File: config.mk
export PLATFORM = sky130hd
export DESIGN_NAME = itree_config_loader
export DESIGN_NICKNAME = d
export VERILOG_FILES = /design/src/rtl/itree_config_loader.sv
export SDC_FILE = /design/constraint.sdc
export NUM_CORES = 1
export LEC_CHECK = 0
export ABC_AREA = 1
export CORE_ASPECT_RATIO = 0.8
export CORE_UTILIZATION = 40
export CTS_BUF_LIST = sky130_fd_sc_hd__clkbuf_8
export CTS_CLUSTER_DIAMETER = 200
export DETAILED_ROUTE_END_ITERATION = 12
export GPL_ROUTABILITY_DRIVEN = 0
export SKIP_CTS_REPAIR_TIMING = 1
export SYNTH_ARGS = -nofsm -noshare
export SYNTH_HDL_FRONTEND = slang
export SYNTH_SLANG_ARGS = --single-unit
File: constraint.sdc
create_clock -name clk -period 1.9 [get_ports clk]
set_input_delay 0.57 -clock clk [delete_from_list [all_inputs] [get_ports clk]]
set_output_delay 0.57 -clock clk [all_outputs]
set_load 0.005 [all_outputs]
File: src/rtl/itree_config_loader.sv
// Byte-serial configuration loader: assembles a checksummed frame into the tree image and
// commits it with a one-cycle load pulse. Frames that fail for any reason leave the image as-is.
module itree_config_loader #(
  parameter int unsigned TREE_W   = 256,
  parameter logic [7:0]  HDR_BYTE = 8'hA5,
  parameter int unsigned TIMEOUT  = 1023
) (
  input  logic              clk,
  input  logic              reset,
  input  logic [7:0]        cfg_byte,
  input  logic              cfg_valid,
  input  logic              cfg_last,
  output logic              cfg_ready,
  output logic [TREE_W-1:0] itree_input,
  output logic              load_itree,
  output logic              load_done,
  output logic              load_error,
  output logic              busy
);

  localparam int unsigned NBYTES = TREE_W / 8;
  localparam int unsigned CW     = $clog2(NBYTES) + 1;
  localparam int unsigned IW     = (NBYTES > 1) ? $clog2(NBYTES) : 1;
  localparam int unsigned TW     = $clog2(TIMEOUT + 1);

  typedef enum logic [2:0] {
    StIdle,
    StPayload,
    StCheck,
    StDrain,
    StCommit
  } state_e;

  state_e                  r_state;
  logic [CW-1:0]           r_count;
  logic [TW-1:0]           r_tmo;
  logic [7:0]              r_xor;
  logic [NBYTES-1:0][7:0]  r_staging;
  logic [TREE_W-1:0]       r_itree;
  logic                    r_load;
  logic                    r_error;
  logic                    r_busy;

  logic                    w_xfer;
  logic                    w_tmo_hit;

  // Ready is a pure state decode, held low while reset is asserted.
  assign cfg_ready = reset && (r_state != StCommit);
  assign w_xfer    = cfg_valid && cfg_ready;
  assign w_tmo_hit = (r_tmo == TW'(TIMEOUT - 1));

  always_ff @(posedge clk or negedge reset) begin
    if (!reset) begin
      r_state   <= StIdle;
      r_count   <= '0;
      r_tmo     <= '0;
      r_xor     <= '0;
      r_staging <= '0;
      r_itree   <= '0;
      r_load    <= 1'b0;
      r_error   <= 1'b0;
      r_busy    <= 1'b0;
    end else begin
      r_load <= 1'b0;
      case (r_state)
        StIdle: begin
          if (w_xfer && (cfg_byte == HDR_BYTE)) begin
            if (cfg_last) begin
              r_error <= 1'b1;
            end else begin
              r_state <= StPayload;
              r_busy  <= 1'b1;
              r_count <= '0;
              r_xor   <= '0;
              r_tmo   <= '0;
              r_error <= 1'b0;
            end
          end
        end

        StPayload: begin
          if (w_xfer) begin
            r_tmo                     <= '0;
            r_staging[r_count[IW-1:0]] <= cfg_byte;
            r_xor                     <= r_xor ^ cfg_byte;
            r_count                   <= r_count + 1'b1;
            if (cfg_last) begin
              r_error <= 1'b1;
              r_state <= StIdle;
              r_busy  <= 1'b0;
            end else if (r_count == CW'(NBYTES - 1)) begin
              r_state <= StCheck;
            end
          end else if (w_tmo_hit) begin
            r_error <= 1'b1;
            r_state <= StIdle;
            r_busy  <= 1'b0;
          end else begin
            r_tmo <= r_tmo + 1'b1;
          end
        end

        StCheck: begin
          if (w_xfer) begin
            r_tmo <= '0;
            if (cfg_last && (cfg_byte == r_xor)) begin
              r_state <= StCommit;
              r_itree <= r_staging;
              r_load  <= 1'b1;
            end else if (cfg_last) begin
              r_error <= 1'b1;
              r_state <= StIdle;
              r_busy  <= 1'b0;
            end else begin
              r_error <= 1'b1;
              r_state <= StDrain;
            end
          end else if (w_tmo_hit) begin
            r_error <= 1'b1;
            r_state <= StIdle;
            r_busy  <= 1'b0;
          end else begin
            r_tmo <= r_tmo + 1'b1;
          end
        end

        StDrain: begin
          if (w_xfer && cfg_last) begin
            r_state <= StIdle;
            r_busy  <= 1'b0;
          end
        end

        StCommit: begin
          r_state <= StIdle;
          r_busy  <= 1'b0;
        end

        default: begin
          r_state <= StIdle;
          r_busy  <= 1'b0;
        end
      endcase
    end
  end

  assign itree_input = r_itree;
  assign load_itree  = r_load;
  assign load_done   = r_load;
  assign load_error  = r_error;
  assign busy        = r_busy;

endmodule
==> results of run 1 <==
## worst paths after layout
path,endpoint,cells after the start,start
max,cfg_ready,5,r_state[0]
min,itree_input[90],3,reset
max reg2reg,itree_input[7],11,r_state[0]
min reg2reg,itree_input[56],2,r_staging[56]
max in group asynchronous,itree_input[83],3,reset
min in group clk,itree_input[56],2,r_staging[56]
## final cells by class
class	instances	area (µm²)
Sequential cell	542	13560
Fill cell	4445	22860
Clock buffer	113	1555
Timing Repair Buffer	461	5421
Clock inverter	42	203.9
Tap cell	684	855.8
Inverter	47	195.2
Multi-Input combinational cell	1517	6541
## cell families (layout without fill, tap and decap cells)
logic type | count (synthesis) | in the layout | share of synthesized area (%)
AO/OA/AOI/OAI | 292 | 292 | 7.753
XOR/XNOR | 5 | 5 | 0.2104
adder cells (fa/ha/maj) | 6 | 6 | 0.3606
buffers and inverters | 167 | 663 | 3.546
flip-flops | 542 | 542 | 65.15
multiplexers | 1 | 1 | 0.04808
AND/OR/NAND/NOR | 1213 | 1213 | 22.93
## critical path, cell delays in order, from the launching register on
cell and delay [ps]:
dfrtp_1 420, nor2_4 130, nand2_2 80, nand2_2 80, inv_1 50, dlymetal6s2s_1 140
## state kept, by name, indices dropped and copies added (netlist names)
signal and cells:
itree_input 256, r_staging 256, r_tmo 10, r_xor 8
r_count 6, r_state 3, busy 1, load_done 1
load_error 1
## through the flow
step | TNS [ps] | power [mW] | worst slack, ps | utilization (%) | hold WS (ps)
floorplan | 0 | 13.86 | 33.36 | - | 274.4
global placement | -207230 | 14.82 | -452.2 | 48.83 | 449.7
detailed placement | -212730 | 14.90 | -482.5 | 48.83 | 451.7
CTS | -72230 | 25.00 | -670.6 | 52.27 | -59.84
global route | -8806 | 25.90 | -306.9 | 55.34 | 231.1
finish | -232.2 | 24.75 | -232.2 | 55.34 | 266.5
## layout by cell type, fill, tap and decap left out, types with 2 or more instances in the layout
cell type / instances
xor2_1: 4
inv_1: 63
nand3b_1: 3
nand4_1: 11
nand2_2: 4
nand3_1: 13
nand2_1: 1130
o21ai_2: 34
nor2_1: 25
buf_6: 5
clkbuf_16: 10
o21bai_1: 2
buf_8: 2
nor2_4: 4
a22o_1: 3
o211ai_1: 2
nor3_1: 3
buf_16: 8
dfrtp_1: 541
clkdlybuf4s50_1: 10
inv_2: 8
inv_6: 3
nor3_2: 5
o21ai_1: 32
o21ai_0: 213
dlygate4sd3_1: 2
buf_4: 142
a21oi_1: 4
clkinvlp_4: 2
nand2_4: 9
ha_1: 6
nor2_8: 2
clkbuf_8: 113
buf_12: 21
clkinv_2: 9
dlymetal6s2s_1: 260
## power breakdown
group | internal (mW) | switching, mW | leakage (nW)
Clock | 5.35 | 4.68 | 1.01
Combinational | 0.772 | 1.42 | 10.5
Sequential | 12.1 | 0.415 | 7.55
Total | 18.2 | 6.51 | 19.1
## layer usage
| metal | vias to the layer above | track usage (%) | wire [µm] |
|---|---|---|---|
| met5 | - | 0 | 0 |
| met1 | 7945 | 30.32 | 27430 |
| met4 | 0 | 6.973 | 1283 |
| li1 | 7872 | - | - |
| met3 | 91 | 3.790 | 2906 |
| met2 | 470 | 33.63 | 27180 |
==> results by group, run 1 <==
Synthesis
  • Netlist cell types: 37
  • Area of the mapped netlist: 20820 µm²
  • Register area share after synthesis: 65.15%
  • #FFs+latches synth: 542
  • Commonest cells in the netlist: nand2_1, dfrtp_1, o21ai_0
  • Synth warn: 0
  • Syn Inst Count: 2226
  • Count leader, synth: nand2_1
  • Synth area leaders: dfrtp_1, nand2_1, o21ai_0, o21ai_2, clkbuf_1
  • Cell taking the most area after synthesis: dfrtp_1
  • Share of the synthesized area in the top cell type: 65.15%
  • Syn nets: 2244
  • EDFF count, synth: 0
  • Async set-reset flop share out of synthesis: 100.0%
  • Avg Inst Size Synth: 9.352 µm²
  • Top FF cell, synth: dfrtp_1

Cells and area
  • Diodes inserted: 0
  • Fin nets: 2675
  • Layout cells sized above 1: 14.29%
  • Non-filler cells, final: 3406
  • Area grow syn2layout: 36.12%
  • Finished Cell Area: 28340 µm²

Pwr
  • PD cells: 873.4 nW/µm²
  • Leakage: 19.06 nW
  • VDD IR-drop max: 518.4 µV

Detailed routing
  • First drt pass iteration count: 8
  • DRC viols: 0
  • Vias per Instance: 4.809
  • Routed len/inst: 17.26 µm
  • Vias after detailed routing: 16378
  • Total wire length: 58.80 mm
  • Initial DRC Count: 1246
  • Antenna Violating Nets Remaining: 0

Floorplan
  • Die width: 257.1 µm
  • Number of top-level pins: 273
  • Die area: 52960 µm²
  • Row cnt: 74
  • Starting Density: 40.66%
  • Core box area: 51200 µm²
  • Die Ht: 206.0 µm

Timing
  • Post-route minimum period: 2132 ps
  • Slew HR: 50.95%
  • Worst Slack Setup Final: -232.2 ps
  • Hold Fails Final Rpt: 0
  • Maximum clock rate: 0.4690 GHz
  • Clock skew: 28.67 ps
  • Fin. max-slew vios: 0
  • Slew of the pin with the lowest slew margin: 733.4 ps
  • Final critical-path share of the clock period: 112.2%
  • # setup viols final: 1
  • Unrepaired setup endpoints after global routing: yes

Clock tree
  • CTS Root Cell: clkbuf_8
  • Clk buf depth: 3
  • Clk_lat worst skew: 660 ps
  • Num CTS Buffers: 88
  • Clk sink count: 542
  • Clock slew at reported path FFs: 60 ps
  • # H-tree levels: 3
  • CTS tree: yes

GRT
  • Grt ovf: 0
  • Largest net degree at the start of global routing: 112
  • Vias in the first global route: 15765
  • First-pass GRT wire length: 88.56 mm
  • Initial antenna violation count: 2
  • Total GRT Usage: 21.46%

Worst setup path
  • Max FO, Critical Path: 3
  • Critical path class: reg -> out
  • CP endpoint kind: primary output
  • WP data arrival: 1560 ps
  • Critical Path Start Type: register
  • Reg2reg setup slack: 10 ps
  • Required @ worst endpoint: 1330 ps

Placement
  • Cell count after placement: 3169
  • Post-DP HPWL: 34.70 mm
  • DP Area: 25000 µm²
  • I/O Buffers: 272

Outcome
  • Status: finished with violations
  • Failing checks: negative setup slack

Job
  • Max-Cap Viols: 0

Worst hold path
  • Worst hold path class: in -> async
Note: power is estimated with default switching activity, not from simulation.
==> inputs of run 2 (changes only) <==
==> constraint.sdc (replaced) <==
create_clock -name clk -period 2.05 [get_ports clk]
set_input_delay 0.615 -clock clk [delete_from_list [all_inputs] [get_ports clk]]
set_output_delay 0.615 -clock clk [all_outputs]
set_load 0.005 [all_outputs]
==> run 2 against run 1 <==
Effect of this change: sequential power is 7% lower; clock power shrank 9%; the run still ends with negative setup slack left; largest cell class unchanged; worst hold slack got worse by 250 ps.
==> results by group, run 2 (synthesis gave the netlist of run 1 again) <==
Outcome
  • Status: finished with violations
  • Failing checks: negative setup slack

Floorplan
  • Core box area: 51200 µm² (unchanged)
  • Starting Density: 40.66% (unchanged)
  • Die Ht: 206.0 µm (unchanged)
  • Die width: 257.1 µm (unchanged)
  • Row cnt: 74 (unchanged)
  • Number of top-level pins: 273 (unchanged)
  • Die area: 52960 µm² (unchanged)

Timing
  • Fin. max-slew vios: 0 (unchanged)
  • Post-route minimum period: 2178 ps
  • Clock skew: 26.08 ps (-2.590 ps)
  • Final critical-path share of the clock period: 106.2%
  • Slew of the pin with the lowest slew margin: 709.8 ps (-23.61 ps)
  • Worst hold slack: 12.24 ps (-254.3 ps)
  • Hold Fails Final Rpt: 0 (unchanged)
  • Worst Slack Setup Final: -128.1 ps (+104.1 ps)
  • Maximum clock rate: 0.4591 GHz
  • # setup viols final: 1 (unchanged)
  • Unrepaired setup endpoints after global routing: yes
  • Slew HR: 52.68% (+1.7 points)

Worst setup path
  • WP data arrival: 1560 ps (about the same)
  • CP bufs+invs: 2 (unchanged)
  • Critical path class: reg -> out
  • Worst path slowest cell: dfrtp_2
  • Max FO, Critical Path: 4 (+1)
  • Critical Path Start Type: register
  • Largest stage delay, worst path: 430 ps (about the same)
  • CP cell instances: nor2_4 > nand2_2 > nand2_2 > inv_2 > clkbuf_2
  • CP endpoint kind: primary output
  • Required @ worst endpoint: 1430 ps (+100 ps)
  • Most frequent CP cell: nand2_2
  • Critical path's top delay family: flip-flops

Pwr
  • PD cells: 816.1 nW/µm² (-6.6%)
  • VDD IR-drop max: 563.1 µV (+8.6%)
  • Leakage: 18.80 nW (-1.4%)
  • Total power: 22.73 mW (-8.2%)

Cells and area
  • Layout cells sized above 1: 13.40% (-0.90 points)
  • Leading cell type in the layout, fill and taps excluded: nand2_1
  • Multi-input logic area: 6524 µm² (-0.27%)
  • Area grow syn2layout: 33.76%
  • Reg area: 13570 µm² (about the same)
  • Fin nets: 2649 (-0.97%)
  • Diodes inserted: 0 (unchanged)
  • Commonest non-fill, non-tap cells in the layout: nand2_1, dfrtp_1, dlymetal6s2s_1
  • FILL cells: 4571 (+2.8%)
  • Fin util: 54.38% (-0.96 points)

GRT
  • Vias in the first global route: 15802 (+0.23%)
  • Largest net degree at the start of global routing: 104 (-7.1%)
  • Grt ovf: 0 (unchanged)
  • Total GRT Usage: 21.50% (+0.040 points)
  • First-pass GRT wire length: 88.71 mm (+0.17%)
  • Initial antenna violation count: 0 (-2)

Clock tree
  • Clk buf depth: 3 (unchanged)
  • Num CTS Buffers: 86 (-2.3%)
  • # H-tree levels: 3 (unchanged)
  • CTS tree: yes
  • Clock slew at reported path FFs: 60 ps (about the same)
  • CTS Root Cell: clkbuf_8
  • Clk sink count: 542 (unchanged)
  • Clk_lat worst skew: 660 ps (about the same)

Detailed routing
  • Vias per Instance: 4.842 (+0.69%)
  • Vias after detailed routing: 16360 (-0.11%)
  • Total wire length: 57.25 mm (-2.6%)
  • First drt pass iteration count: 5 (-3)
  • Initial DRC Count: 1255 (+0.72%)
  • Antenna Violating Nets Remaining: 0 (unchanged)
  • DRC viols: 0 (unchanged)
  • Routed len/inst: 16.94 µm (-1.9%)

Placement
  • Post-DP HPWL: 34.48 mm (-0.64%)
  • I/O Buffers: 272 (unchanged)

Worst hold path
  • Worst hold path class: in -> async

Job
  • Max-Cap Viols: 0 (unchanged)
[run 2: cell count changes in the layout (fill, tap and decap cells not counted), moves of 2 or more]
cell,previous run,this run
buf_12,21,31
buf_16,8,0
clkbuf_8,113,109
clkbuf_16,10,0
buf_6,5,0
nand2_1,1130,1132
buf_4,142,133
[run 2: worst paths after layout]
check / startpoint / end / slack [ps] / cells past startpoint
worst max-delay path: r_state[0] / cfg_ready / -130 / 5
worst min-delay path: reset / itree_input[100] / 10 / 2
worst max register to register: r_state[2] / r_staging[200] / 110 / 10
worst min register to register: r_staging[80] / itree_input[80] / 450 / 2
max in group asynchronous: reset / itree_input[159] / 940 / 3
min in group clk: r_staging[80] / itree_input[80] / 450 / 2
[run 2: report_power, final]
part / total (mW) / switching, mW / internal [mW]
combinational: 1.97 / 1.28 / 0.695
clock: 9.13 / 4.33 / 4.80
sequential: 11.6 / 0.397 / 11.2
[run 2: stage by stage]
stage | instances | cell area (µm²) | TNS (ps) | setup slack, ps
2_1_floorplan | 2226 | 20820 | 0 | 138.4
3_3_place_gp | 3161 | 24980 | -148210 | -382.0
3_5_place_dp | 3161 | 24980 | -157750 | -392.1
4_1_cts | 3313 | 26690 | -45470 | -617.2
5_1_grt | 3379 | 27850 | -935.0 | -234.4
6_report | 3379 | 27850 | -128.1 | -128.1
[run 2: area by class of cell]
cell class	instances	area share, %
Clock buffer	109	5.388
Multi-Input combinational cell	1517	23.43
Inverter	47	0.6695
Clock inverter	43	0.7594
Sequential cell	542	48.72
Timing Repair Buffer	437	17.96
Tap cell	684	3.073
[run 2: metal layers]
layer  track usage, %  routed length [µm]  up-vias
met4            7.079                1271        0
met5                0                   0        -
met1            30.67               26590     8012
met2            33.07               26530      445
li1                 -                   -     7819
met3            4.072                2860       84
